===== config.mk =====
export PLATFORM = sky130hd
export DESIGN_NAME = slicer_err_gen
export DESIGN_NICKNAME = d
export VERILOG_FILES = /design/src/rtl/slicer_err_gen_pkg.sv /design/src/rtl/slicer_err_gen_lfsr_win.sv /design/src/rtl/slicer_err_gen.sv
export SDC_FILE = /design/constraint.sdc
export NUM_CORES = 1
export LEC_CHECK = 0
export CAP_MARGIN = 30
export CORE_MARGIN = 2
export CORE_UTILIZATION = 50
export CTS_BUF_LIST = sky130_fd_sc_hd__clkbuf_4
export CTS_CLUSTER_SIZE = 12
export DETAILED_ROUTE_END_ITERATION = 8
export PLACE_DENSITY = 0.73
export SYNTH_ARGS = -nofsm -noshare
export SYNTH_HDL_FRONTEND = slang
export SYNTH_HIERARCHICAL = 1
export SYNTH_SLANG_ARGS = --single-unit
export TNS_END_PERCENT = 5

===== constraint.sdc =====
create_clock -name sys_clk -period 2.36 [get_ports sys_clk]
set_input_delay 0.354 -clock sys_clk [delete_from_list [all_inputs] [get_ports sys_clk]]
set_output_delay 0.354 -clock sys_clk [all_outputs]
set_load 0.005 [all_outputs]

===== src/rtl/slicer_err_gen_pkg.sv =====
// slicer_err_gen_pkg: shared widths, decision encodings, saturation helper and LFSR tap table
// for the 4-ASK slicer.
package slicer_err_gen_pkg;
    localparam int DW = 18;
    localparam int IW = 20;
    localparam logic signed [DW-1:0] MAX18 = 18'sh1ffff;
    localparam logic signed [DW-1:0] MIN18 = 18'sh20000;
    typedef enum logic [1:0] {
        SYM_M3 = 2'b00,
        SYM_M1 = 2'b01,
        SYM_P1 = 2'b10,
        SYM_P3 = 2'b11
    } sym_t;
    localparam logic [23:0] LFSR_SEED = 24'hffffff;
    // Maximal-length feedback taps, bit t-1 set for tap position t.
    function automatic logic [23:0] lfsr_taps(input int w);
        case (w)
            4:       return 24'h00000c;
            5:       return 24'h000014;
            6:       return 24'h000030;
            7:       return 24'h000060;
            8:       return 24'h0000b8;
            9:       return 24'h000110;
            10:      return 24'h000240;
            11:      return 24'h000500;
            12:      return 24'h000829;
            13:      return 24'h00100d;
            14:      return 24'h002015;
            15:      return 24'h006000;
            16:      return 24'h00d008;
            17:      return 24'h012000;
            18:      return 24'h020400;
            19:      return 24'h040023;
            20:      return 24'h090000;
            21:      return 24'h140000;
            22:      return 24'h300000;
            23:      return 24'h420000;
            default: return 24'he10000;
        endcase
    endfunction
    function automatic logic signed [DW-1:0] sat18(input logic signed [IW-1:0] v);
        return v > 20'sd131071 ? MAX18 : v < -20'sd131072 ? MIN18 : v[DW-1:0];
    endfunction
endpackage


===== src/rtl/slicer_err_gen_lfsr_win.sv =====
// lfsr_win: Fibonacci LFSR measurement-window timer, seeded all-ones; at_seed flags that the
// next advance returns the register to the seed.
module lfsr_win
    import slicer_err_gen_pkg::*;
#(
    parameter int LFSR_WID = 22
) (
    input  logic                sys_clk,
    input  logic                reset_n,
    input  logic                adv,
    output logic [LFSR_WID-1:0] state,
    output logic                at_seed
);
    localparam logic [23:0] TAPS_ALL = lfsr_taps(LFSR_WID);
    localparam logic [LFSR_WID-1:0] TAPS = TAPS_ALL[LFSR_WID-1:0];
    localparam logic [LFSR_WID-1:0] SEED = LFSR_SEED[LFSR_WID-1:0];
    logic [LFSR_WID-1:0] nxt;
    assign nxt = {state[LFSR_WID-2:0], ^(state & TAPS)};
    assign at_seed = nxt == SEED;
    always_ff @(posedge sys_clk or negedge reset_n)
        if (!reset_n)
            state <= SEED;
        else if (adv)
            state <= nxt;
endmodule


===== src/rtl/slicer_err_gen.sv =====
// slicer_err_gen: 4-ASK slicer with registered decision/error and an LFSR-timed window pulse.
// Define SLICER_DC_CORR_EN to subtract dc_est from the sample before slicing.
module slicer_err_gen
    import slicer_err_gen_pkg::*;
#(
    parameter int LFSR_WID = 22
) (
    input  logic               sys_clk,
    input  logic               reset_n,
    input  logic               sym_clk_en,
    input  logic signed [17:0] sample_in,
    input  logic signed [17:0] ref_a,
    input  logic signed [17:0] dc_est,
    output logic [1:0]         dec_sym,
    output logic signed [17:0] error,
    output logic               clr_acc
);
    logic signed [IW-1:0] x, a1, a2, a3, lvl;
    logic                 bad_ref, at_seed;
    logic [LFSR_WID-1:0]  unused_state;
    sym_t                 sym;
`ifdef SLICER_DC_CORR_EN
    assign x = IW'(sat18(IW'(sample_in) - IW'(dc_est)));
`else
    logic unused_dc;
    assign unused_dc = ^dc_est;
    assign x = IW'(sample_in);
`endif
    assign a1 = IW'(ref_a);
    assign a2 = a1 <<< 1;
    assign a3 = a2 + a1;
    assign bad_ref = ref_a <= 18'sd0;
    // Ties land in the upper region because every threshold test is >=.
    assign sym = bad_ref ? SYM_P1 : x >= a2 ? SYM_P3 : x >= 20'sd0 ? SYM_P1 : x >= -a2 ? SYM_M1 : SYM_M3;
    assign lvl = bad_ref ? '0 : sym == SYM_P3 ? a3 : sym == SYM_P1 ? a1 : sym == SYM_M1 ? -a1 : -a3;
    always_ff @(posedge sys_clk or negedge reset_n)
        if (!reset_n) begin
            dec_sym <= SYM_P1;
            error   <= '0;
            clr_acc <= 1'b0;
        end else if (sym_clk_en) begin
            dec_sym <= sym;
            error   <= sat18(x - lvl);
            clr_acc <= at_seed;
        end
    lfsr_win #(.LFSR_WID(LFSR_WID)) u_win (
        .sys_clk (sys_clk),
        .reset_n (reset_n),
        .adv     (sym_clk_en),
        .state   (unused_state),
        .at_seed (at_seed)
    );
endmodule


### Word-level counts from Yosys, hierarchy flattened

Cells that the tools add are included.
Widths: inputs -> output; s select.

| word-level totals | value |
|---|---|
| bits in registers | 43 |
| output and inout port bits | 21 |

| cells by class | value |
|---|---|
| add/subtract/negate cells | 5 |
| order comparisons | 6 |
| equality and inequality tests | 4 |
| muxes and demuxes | 10 |
| reduce and logical (&&, ||, !) cells | 1 |

Operators by type and width:

| cell | number |
|---|---|
| $mux 20 | 4 |
| $neg 20->20 | 2 |
| $mux 18 | 2 |
| $eq 22x22->1 const B | 1 |
| $reduce_xor 22->1 | 1 |
| $add 19x18->20 | 1 |
| $ge 18x20->1 | 1 |
| $gt 20x18->1 const B | 1 |
| $lt 20x18->1 const B | 1 |
| $neg 19->20 | 1 |
| $sub 18x20->20 | 1 |
| $ge 18x19->1 | 1 |
| $ge 18x1->1 const B | 1 |
| $le 18x1->1 const B | 1 |
| $mux 2 | 3 |
| $eq 2x2->1 const B | 2 |
| $eq 2x1->1 const B | 1 |
| $mux 1 | 1 |

### Depth between registers and ports, before layout

Gate-level depths: netlist (run 1).

| depth | value |
|---|---|
| depth in word-level cells | 15 |
| mapped depth | 35 |
| mapped depth without buffers | 29 |

### By module

Netlist (run 1), hierarchy kept.

By module, submodules not included:

| module | instances | cells an instance | area an instance (um2) | sequential area each (um2) |
|---|---|---|---|---|
| slicer_err_gen | 1 | 674 | 5,265.0 | 526.8 |
| lfsr_win | 1 | 77 | 1,054.8 | 578.1 |

### Least setup slack after synthesis (run 1)

Ideal clock, no wire load.

| timing | value |
|---|---|
| kind | input port to flip-flop |
| from | input port ref_a[1] |
| to | register error[16] |
| library setup time | 0.086 ns |
| arrival time | 6.463 ns |
| required time | 2.274 ns |
| setup slack | -4.190 ns |
| cell stages on the path | 33 |
| path through | inv_1 -> ha_1 -> buf_2 -> and4_1 -> clkbuf_1 -> and3_1 -> and2_1 -> buf_2 -> nand3_1 -> xnor2_1 -> ha_1 -> nand4_1 -> nor2_1 -> o211ai_1 -> a21oi_1 -> a21o_1 -> nand3b_1 -> clkbuf_1 -> a21oi_1 -> a2111oi_0 -> a31oi_1 -> ha_1 -> o21a_1 -> o21a_1 -> o22a_1 -> a2111oi_4 -> o21ai_1 -> a21o_1 -> a21oi_2 -> xor2_2 -> nand3_2 -> buf_4 -> o221ai_2 |

| on the way | value |
|---|---|
| word-level cells in the longest chain between the ends | 15 |

RTL lines:

| item | line | source |
|---|---|---|
| from (decl) | slicer_err_gen.sv:12 | `input logic signed [17:0] ref_a,` |
| $neg 19->20 | slicer_err_gen.sv:34 | `assign sym = bad_ref ? SYM_P1 : x >= a2 ? SYM_P3 : x >= 20'sd0 ? SYM_P1 : x >= -a2 ? SYM_M1 : SYM_M3;` |
| $ge 18x20->1 | slicer_err_gen.sv:34 |  |
| $mux 1 | slicer_err_gen.sv:34 |  |
| $mux 2 (3 in a row) | slicer_err_gen.sv:34 |  |
| $eq 2x1->1 | slicer_err_gen.sv:35 | `assign lvl = bad_ref ? '0 : sym == SYM_P3 ? a3 : sym == SYM_P1 ? a1 : sym == SYM_M1 ? -a1 : -a3;` |
| $mux 20 (3 in a row) | slicer_err_gen.sv:35 |  |
| $mux 20 * | slicer_err_gen.sv:35 |  |
| $sub 18x20->20 * | slicer_err_gen.sv:43 | `error <= sat18(x - lvl);` |
| $lt 20x18->1 | slicer_err_gen_pkg.sv:42 | `return v > 20'sd131071 ? MAX18 : v < -20'sd131072 ? MIN18 : v[DW-1:0];` |
| $mux 18 | slicer_err_gen_pkg.sv:42 |  |
| $mux 18 * | slicer_err_gen_pkg.sv:42 |  |
| to (signal assigned) | slicer_err_gen.sv:43 |  |
| to (decl) | slicer_err_gen.sv:15 | `output logic signed [17:0] error,` |

Mark *: on every way between the ends. The rest lies on a longest branch, timed or not.
A chain may end at the register's enable or synchronous reset.

### Worst setup path after layout (run 1)

| timing | value |
|---|---|
| from | input port ref_a[12] |
| to | register error[16] |

Same word-level chain as after synthesis.

==> results of run 1 <==
==> critical path, delay by kind of cell <==
| kind | cells | cell delay (ps) |
|---|---|---|
| AND/OR/NAND/NOR | 6 | 1020 |
| adder cells (fa/ha/maj) | 3 | 860 |
| AO/OA/AOI/OAI | 14 | 2660 |
| XOR/XNOR | 2 | 430 |
| buffers and inverters | 5 | 1090 |
==> power breakdown <==
part / switching, mW / internal, mW / total (mW)
Sequential: 0.246 / 1.19 / 1.44
Clock: 0.273 / 0.227 / 0.500
Combinational: 1.62 / 1.79 / 3.41
==> worst paths after layout <==
| path | startpoint | endpoint | slack [ps] | cells after the start |
|---|---|---|---|---|
| setup reg to reg | u_win/state[18] | clr_acc | 760 | 4 |
| setup / recovery | ref_a[12] | error[16] | -3790 | 30 |
| max in group asynchronous | reset_n | error[14] | 1720 | 1 |
| hold reg to reg | dec_sym[0] | dec_sym[0] | 520 | 1 |
| min in group sys_clk | dec_sym[0] | dec_sym[0] | 520 | 1 |
| hold / removal | reset_n | error[5] | 70 | 1 |
==> what timing repair did <==
| item | 4_1_cts | 5_1_grt |
|---|---|---|
| pin swaps | 5 | 40 |
| setup buffers | 3 | 14 |
| setup endpoints to repair | 20 | 20 |
| gates resized for setup | 25 | 83 |
| cloned | 0 | 2 |
==> registers in the layout, indices dropped and copies added (netlist names) <==
name / cells
error: 18
clr_acc: 1
dec_sym: 2
u_win/state: 22
==> routing by layer <==
metal  track usage (%)  share of wire [%]  vias to the layer above
met5                 0                  0                        -
li1                  -                  -                     3347
met3              2.48                5.0                       84
met2              55.8                 50                      277
met4              11.1                4.6                        0
met1              36.2                 40                     3368
==> placed cells by master (no fill, tap or decap), types with 7 or more instances in the layout <==
| cell | count |
|---|---|
| a21oi_1 | 48 |
| nand4_1 | 15 |
| inv_1 | 35 |
| a21o_1 | 20 |
| dfrtp_1 | 20 |
| and3_1 | 7 |
| nand3_1 | 15 |
| o211ai_1 | 19 |
| nand2_1 | 50 |
| clkdlybuf4s50_1 | 45 |
| a31oi_1 | 8 |
| o21ai_1 | 11 |
| dfstp_2 | 23 |
| mux2_2 | 23 |
| nor2_1 | 38 |
| ha_1 | 78 |
| xor2_1 | 18 |
| o21ai_0 | 35 |
| buf_4 | 264 |
| nor3_1 | 16 |
| o221ai_2 | 11 |
| xnor2_1 | 35 |
| a21oi_2 | 9 |
| inv_2 | 8 |
==> layout make-up <==
cell class | count | share of cell area, %
Clock buffer | 5 | 0.401
Clock inverter | 3 | 0.482
Inverter | 49 | 2.22
Multi-Input combinational cell | 608 | 54.8
Sequential cell | 43 | 11.8
Tap cell | 147 | 1.97
Timing Repair Buffer | 329 | 28.4
==> stage by stage <==
stage / hold WS, ps / utilization, % / instances
after global routing: 135 / 77.9 / 1184
after detailed placement: 504 / 73.2 / 1158
final: 69.8 / 77.9 / 1184
after CTS: 94.9 / 74.7 / 1169
after global placement: 491 / 73.2 / 1158
after floorplan: 58.4 / - / 730
==> run_results.csv, run 1 <==
group,metric,value,unit
worst_setup_path,path_class,"in2reg",
sta,period_share,261,%
global_route,grt_pass1_vias,6793,
yosys,syn-num-nets,878,
final_layout,drive_gt1_share,42.1,%
final_layout,seqCellArea,1100,um^2
final_layout,multiInputGateArea,5120,um^2
worst_setup_path,cp_max_fo,7,
floorplan,start_util,51.3,%
cts,clock_sinks,43,
yosys,syn_area,6160,um^2
run_status,outcome,"finished with violations",
worst_setup_path,worst_ep_arrival_time,6440,ps
global_route,track_usage,30.1,%
floorplan,core-area,12000,um^2
place,dp_hpwl,16.7,mm
cts,numCtsBuffers,5,
global_route,overflow,0,
job,max_cap_violations,0,
routing,drc,0,
sta,setup_tns,-68300,ps
final_layout,fin_nets,1184,
power,report.power.total,5.35,mW
global_route,grt_max_degree,44,
power,power_leakage,4.28,nW
place,placed_area,8790,um^2
sta,fin_skew,4.60,ps
min_path,hold_path.class,"in2async",
power,powerDensity,572,nW/um^2
cts,htreeDepth,2,
sta,fin_ws,-3790,ps
routing,firstDrtPassIters,5,
final_layout,fillers,828,
sta,max_slew_margin,41.2,%
sta,rsz0062_at_grt,"true",
sta,min_period,6150,ps
cts,cts_hold_buf,0,
final_layout,finalInstanceArea,9350,um^2
global_route,grt_first_pass_wirelength,31.9,mm
routing,detail-route-antenna-nets,0,
routing,initialDrtViolationCount,706,
run_status,violations,"setup timing",
worst_setup_path,cpMaxStageDelayCell,"clkdlybuf4s50_1",
sta,worst_pin_slew,882,ps
floorplan,num_rows,40,
floorplan,dieHeight,115,um
floorplan,die_x,115,um
yosys,syn_avg_cell_area,8.44,um^2
sta,max_freq,163,MHz
final_layout,antenna_cells,0,
routing,wire_per_inst,18.6,um
power,ir_drop,0.387,mV
sta,hold_viol,0,
place,gp_congestion,0.966,
sta,slew_viol_final,0,
worst_setup_path,critPathLaunchType,"primary input",
floorplan,fp.dieArea,13200,um^2
yosys,synth-warning-count,6,
global_route,antenna_found_initial,0,
cts,root_buffer,"clkbuf_4",
routing,num_vias,7076,
routing,vias_per_cell,5.98,
worst_setup_path,required,2650,ps
cts,cts.clk_slew.worst_paths,150,ps
worst_setup_path,slowest_delay,500,ps
place,place_ws,-4540,ps
place,io_buffers,59,
yosys,synth_cells,730,
cts,cts_tree,"built",
routing,drt-total-wl,22.0,mm
worst_setup_path,cp-end-kind,"flop",
cts,clk_latency,390,ps
final_layout,syn2layout_area_growth,51.8,%
worst_setup_path,cpMostUsedCell,"ha_1",
floorplan,io_pins,78,
sta,setup_viol,20,
cts,clockBufferDepth,2,
Power figures use the tool's default switching activity.
==> inputs of run 2 (changes only) <==
CTS_BUF_LIST = sky130_fd_sc_hd__clkbuf_4 sky130_fd_sc_hd__clkbuf_8   (was sky130_fd_sc_hd__clkbuf_4)
PLACE_DENSITY = 0.76   (was 0.73)
==> run_results.csv, run 2 (synthesized netlist as in run 1, its figures left out) <==
group,metric,value,unit
routing,num_vias,7181,
sta,slew_viol_final,0,
min_path,hold_path.class,"in2async",
floorplan,num_rows,40,
routing,detail-route-antenna-nets,0,
final_layout,largest_reg_flops,22,
final_layout,syn2layout_area_growth,54.6,%
floorplan,core-area,12000,um^2
place,gp_congestion,0.951,
final_layout,multiInputGateArea,5160,um^2
worst_setup_path,slowest_delay,410,ps
power,report.power.total,5.45,mW
sta,worst_pin_slew,892,ps
worst_setup_path,worst_ep_arrival_time,6360,ps
floorplan,io_pins,78,
place,io_buffers,59,
global_route,grt_first_pass_wirelength,34.2,mm
power,power_leakage,4.38,nW
place,place_ws,-4600,ps
sta,setup_viol,20,
final_layout,regMostFlops,"u_win/state",
sta,fin_ws,-3820,ps
global_route,grt_max_degree,44,
worst_setup_path,cp-end-kind,"flop",
job,max_cap_violations,0,
cts,htreeDepth,2,
floorplan,die_x,115,um
global_route,grt_pass1_vias,7211,
final_layout,drive_gt1_share,43.0,%
cts,root_buffer,"clkbuf_8",
final_layout,layout_common_cells,"274 x buf_4, 76 x ha_1, 51 x a21oi_1",
cts,clk_latency,310,ps
final_layout,fin_nets,1193,
floorplan,fp.dieArea,13200,um^2
routing,wire_per_inst,19.2,um
routing,firstDrtPassIters,6,
sta,rsz0062_at_grt,"true",
global_route,track_usage,32.1,%
worst_setup_path,required,2530,ps
cts,cts_hold_buf,0,
worst_setup_path,rr_worst_depth,4,
sta,holdWs,172,ps
final_layout,final_util,79.3,%
floorplan,start_util,51.3,%
floorplan,dieHeight,115,um
cts,clock_sinks,43,
sta,fin_skew,1.73,ps
cts,clockBufferDepth,2,
routing,initialDrtViolationCount,591,
final_layout,reg.largest.list,"u_win/state: 22 flops, error: 18 flops, dec_sym: 2 flops",
sta,min_period,6180,ps
sta,period_share,262,%
sta,hold_viol,0,
power,powerDensity,572,nW/um^2
power,ir_drop,0.341,mV
sta,max_freq,162,MHz
worst_setup_path,cp_max_fo,6,
final_layout,seqCellArea,1100,um^2
worst_setup_path,path_class,"in2reg",
routing,drt-total-wl,22.8,mm
global_route,antenna_found_initial,0,
worst_setup_path,cpMaxStageDelayCell,"a2111oi_4",
cts,cts_tree,"built",
routing,vias_per_cell,6.02,
run_status,outcome,"finished with violations",
final_layout,final_common_cell,"buf_4",
worst_setup_path,critPathLaunchType,"primary input",
routing,drc,0,
cts,numCtsBuffers,5,
global_route,overflow,0,
final_layout,antenna_cells,0,
cts,cts.clk_slew.worst_paths,80,ps
sta,setup_tns,-69070,ps
run_status,violations,"setup timing",
final_layout,fillers,791,
sta,max_slew_margin,40.5,%
place,dp_hpwl,17.3,mm
==> run 2: layout make-up <==
type,instances,area share (%)
tap,147,1.93
clock inverter,2,0.381
timing repair buffer,338,29.0
inverter,49,2.23
multi-input combinational,608,54.1
clock buffer,5,0.722
sequential,43,11.6
==> run 2: through the flow <==
step / cell area, um^2 / cells
5_1_grt: 9530 / 1192
3_3_place_gp: 8870 / 1167
6_report: 9530 / 1192
2_1_floorplan: 6280 / 730
4_1_cts: 9100 / 1181
3_5_place_dp: 8870 / 1167
==> run 2: repair_timing <==
item / 4_1_cts / 5_1_grt
gates resized for setup: 28 / 107
pin swaps: 24 / 44
setup endpoints to repair: 20 / 20
setup buffers: 7 / 11
gates cloned: 0 / 1
==> run 2: path summary, 6_finish.rpt <==
path,start,endpoint,slack (ps)
max,ref_a[4],error[16],-3820
min,reset_n,clr_acc,170
max reg2reg,u_win/state[14],clr_acc,770
min reg2reg,dec_sym[0],dec_sym[0],520
max in group asynchronous,reset_n,error[12],1630
min in group sys_clk,dec_sym[0],dec_sym[0],520
==> run 2: per-layer routing <==
layer	GRT usage (%)	share of wire [%]	vias to the layer above
li1	-	-	3370
met1	38.3	40	3456
met2	59.0	51	273
met3	2.58	4.9	82
met4	13.4	3.9	0
met5	0	0	-
==> run 2: critical path, delay by kind of cell <==
family	cells	cell delay, ps
AO/OA/AOI/OAI	14	2700
XOR/XNOR	2	270
adder cells (fa/ha/maj)	3	760
buffers and inverters	3	390
AND/OR/NAND/NOR	9	1860
==> run 2: report_power, final <==
group / switching (mW) / leakage, nW / internal [mW]
sequential: 0.253 / 0.477 / 1.20
combinational: 1.65 / 3.85 / 1.79
clock: 0.253 / 0.0545 / 0.310
total: 2.15 / 4.38 / 3.30
==> inputs of run 3 (changes only) <==
CTS_BUF_LIST = default   (was sky130_fd_sc_hd__clkbuf_4 sky130_fd_sc_hd__clkbuf_8)
==> run_results.csv, run 3 (synthesized netlist as in run 1, its figures left out) <==
group,metric,value,unit
sta,rsz0062_at_grt,"true",
final_layout,antenna_cells,0,
min_path,hold_path.class,"in2async",
sta,fin_ws,-3790,ps
cts,root_buffer,"clkbuf_16",
routing,drt-total-wl,22.4,mm
global_route,antenna_found_initial,0,
cts,cts_tree,"built",
floorplan,fp.dieArea,13200,um^2
final_layout,finalInstanceArea,9510,um^2
cts,numCtsBuffers,5,
sta,setup_tns,-68670,ps
floorplan,io_pins,78,
final_layout,regMostFlops,"u_win/state",
routing,wire_per_inst,18.7,um
power,powerDensity,590,nW/um^2
final_layout,final_common_cell,"buf_4",
global_route,grt_pass1_vias,7441,
final_layout,reg.largest.list,"u_win/state: 22 flops, error: 18 flops, dec_sym: 2 flops",
floorplan,core-area,12000,um^2
global_route,grt_max_degree,44,
routing,drc,0,
worst_setup_path,cp_max_fo,7,
cts,htreeDepth,2,
floorplan,num_rows,40,
run_status,outcome,"finished with violations",
sta,max_slew_margin,40.4,%
floorplan,dieHeight,115,um
routing,num_vias,7145,
place,placed_area,8870,um^2
place,gp_congestion,0.951,
sta,period_share,260,%
worst_setup_path,path_delay_family,"compound AO/OA/AOI/OAI gates",
cts,cts_hold_buf,0,
routing,detail-route-antenna-nets,0,
floorplan,start_util,51.3,%
final_layout,final_util,79.2,%
sta,max_freq,163,MHz
place,dp_hpwl,17.3,mm
cts,clockBufferDepth,2,
worst_setup_path,required,2500,ps
worst_setup_path,slowest_delay,410,ps
worst_setup_path,worst_ep_arrival_time,6290,ps
sta,worst_pin_slew,894,ps
final_layout,syn2layout_area_growth,54.4,%
sta,fin_skew,4.66,ps
worst_setup_path,critPathLaunchType,"primary input",
floorplan,die_x,115,um
worst_setup_path,cpMaxStageDelayCell,"a2111oi_4",
global_route,track_usage,33.9,%
power,power_leakage,4.35,nW
final_layout,layout_common_cells,"277 x buf_4, 79 x ha_1, 53 x a21oi_1",
global_route,grt_first_pass_wirelength,36.1,mm
final_layout,drive_gt1_share,42.4,%
sta,min_period,6150,ps
cts,cts.clk_slew.worst_paths,60,ps
job,max_cap_violations,0,
global_route,overflow,0,
cts,clock_sinks,43,
final_layout,fin_nets,1201,
sta,hold_viol,0,
place,io_buffers,59,
routing,initialDrtViolationCount,635,
worst_setup_path,path_class,"in2reg",
sta,setup_viol,20,
routing,vias_per_cell,5.95,
routing,firstDrtPassIters,7,
worst_setup_path,path_buf_inv,5,
power,ir_drop,0.328,mV
cts,clk_latency,290,ps
final_layout,largest_reg_flops,22,
run_status,violations,"setup timing",
sta,slew_viol_final,0,
worst_setup_path,cp-end-kind,"flop",
-- run 3: final cells by class --
type                       count  area [um^2]
inverter                      49          213
fill                         795         2500
clock buffer                   6          150
timing repair buffer         346         2800
sequential                    43         1100
multi-input combinational    608         5050
clock inverter                 1         6.26
tap                          147          184
-- run 3: final timing paths --
check,endpoint,slack (ps),depth (start not counted),start
setup / recovery,error[6],-3790,31,ref_a[5]
hold / removal,clr_acc,190,1,reset_n
setup reg to reg,clr_acc,730,4,u_win/state[17]
hold reg to reg,dec_sym[1],520,2,dec_sym[1]
max in group asynchronous,error[15],1610,1,reset_n
min in group sys_clk,dec_sym[1],520,2,dec_sym[1]
-- run 3: routing by layer --
layer,track usage (%),up-vias,routed length (um)
li1,-,3384,-
met1,40.0,3422,9130
met2,62.6,257,11300
met3,3.00,82,1060
met4,14.7,0,945
met5,0,-,0
-- run 3: report_power, final --
part	switching [mW]	internal, mW	total (mW)
sequential	0.250	1.20	1.45
clock	0.276	0.451	0.727
combinational	1.63	1.80	3.44
-- run 3: timing repair --
| action | 4_1_cts | 5_1_grt |
|---|---|---|
| resized for setup | 120 | 6 |
| endpoints found under the setup margin | 20 | 20 |
| gates cloned | 1 | 0 |
| pin swaps | 54 | 6 |
| buffers inserted | 25 | 1 |
-- run 3: metrics by stage --
| step | worst slack (ps) | std cells | hold slack [ps] | power (mW) |
|---|---|---|---|---|
| final | -3790 | 1200 | 194 | 5.61 |
| after global routing | -4000 | 1200 | 276 | 5.93 |
| after CTS | -3600 | 1199 | 215 | 5.47 |
| after detailed placement | -4600 | 1167 | 505 | 4.52 |
| after global placement | -4330 | 1167 | 488 | 4.35 |
| after floorplan | -3830 | 730 | 58.4 | 3.02 |
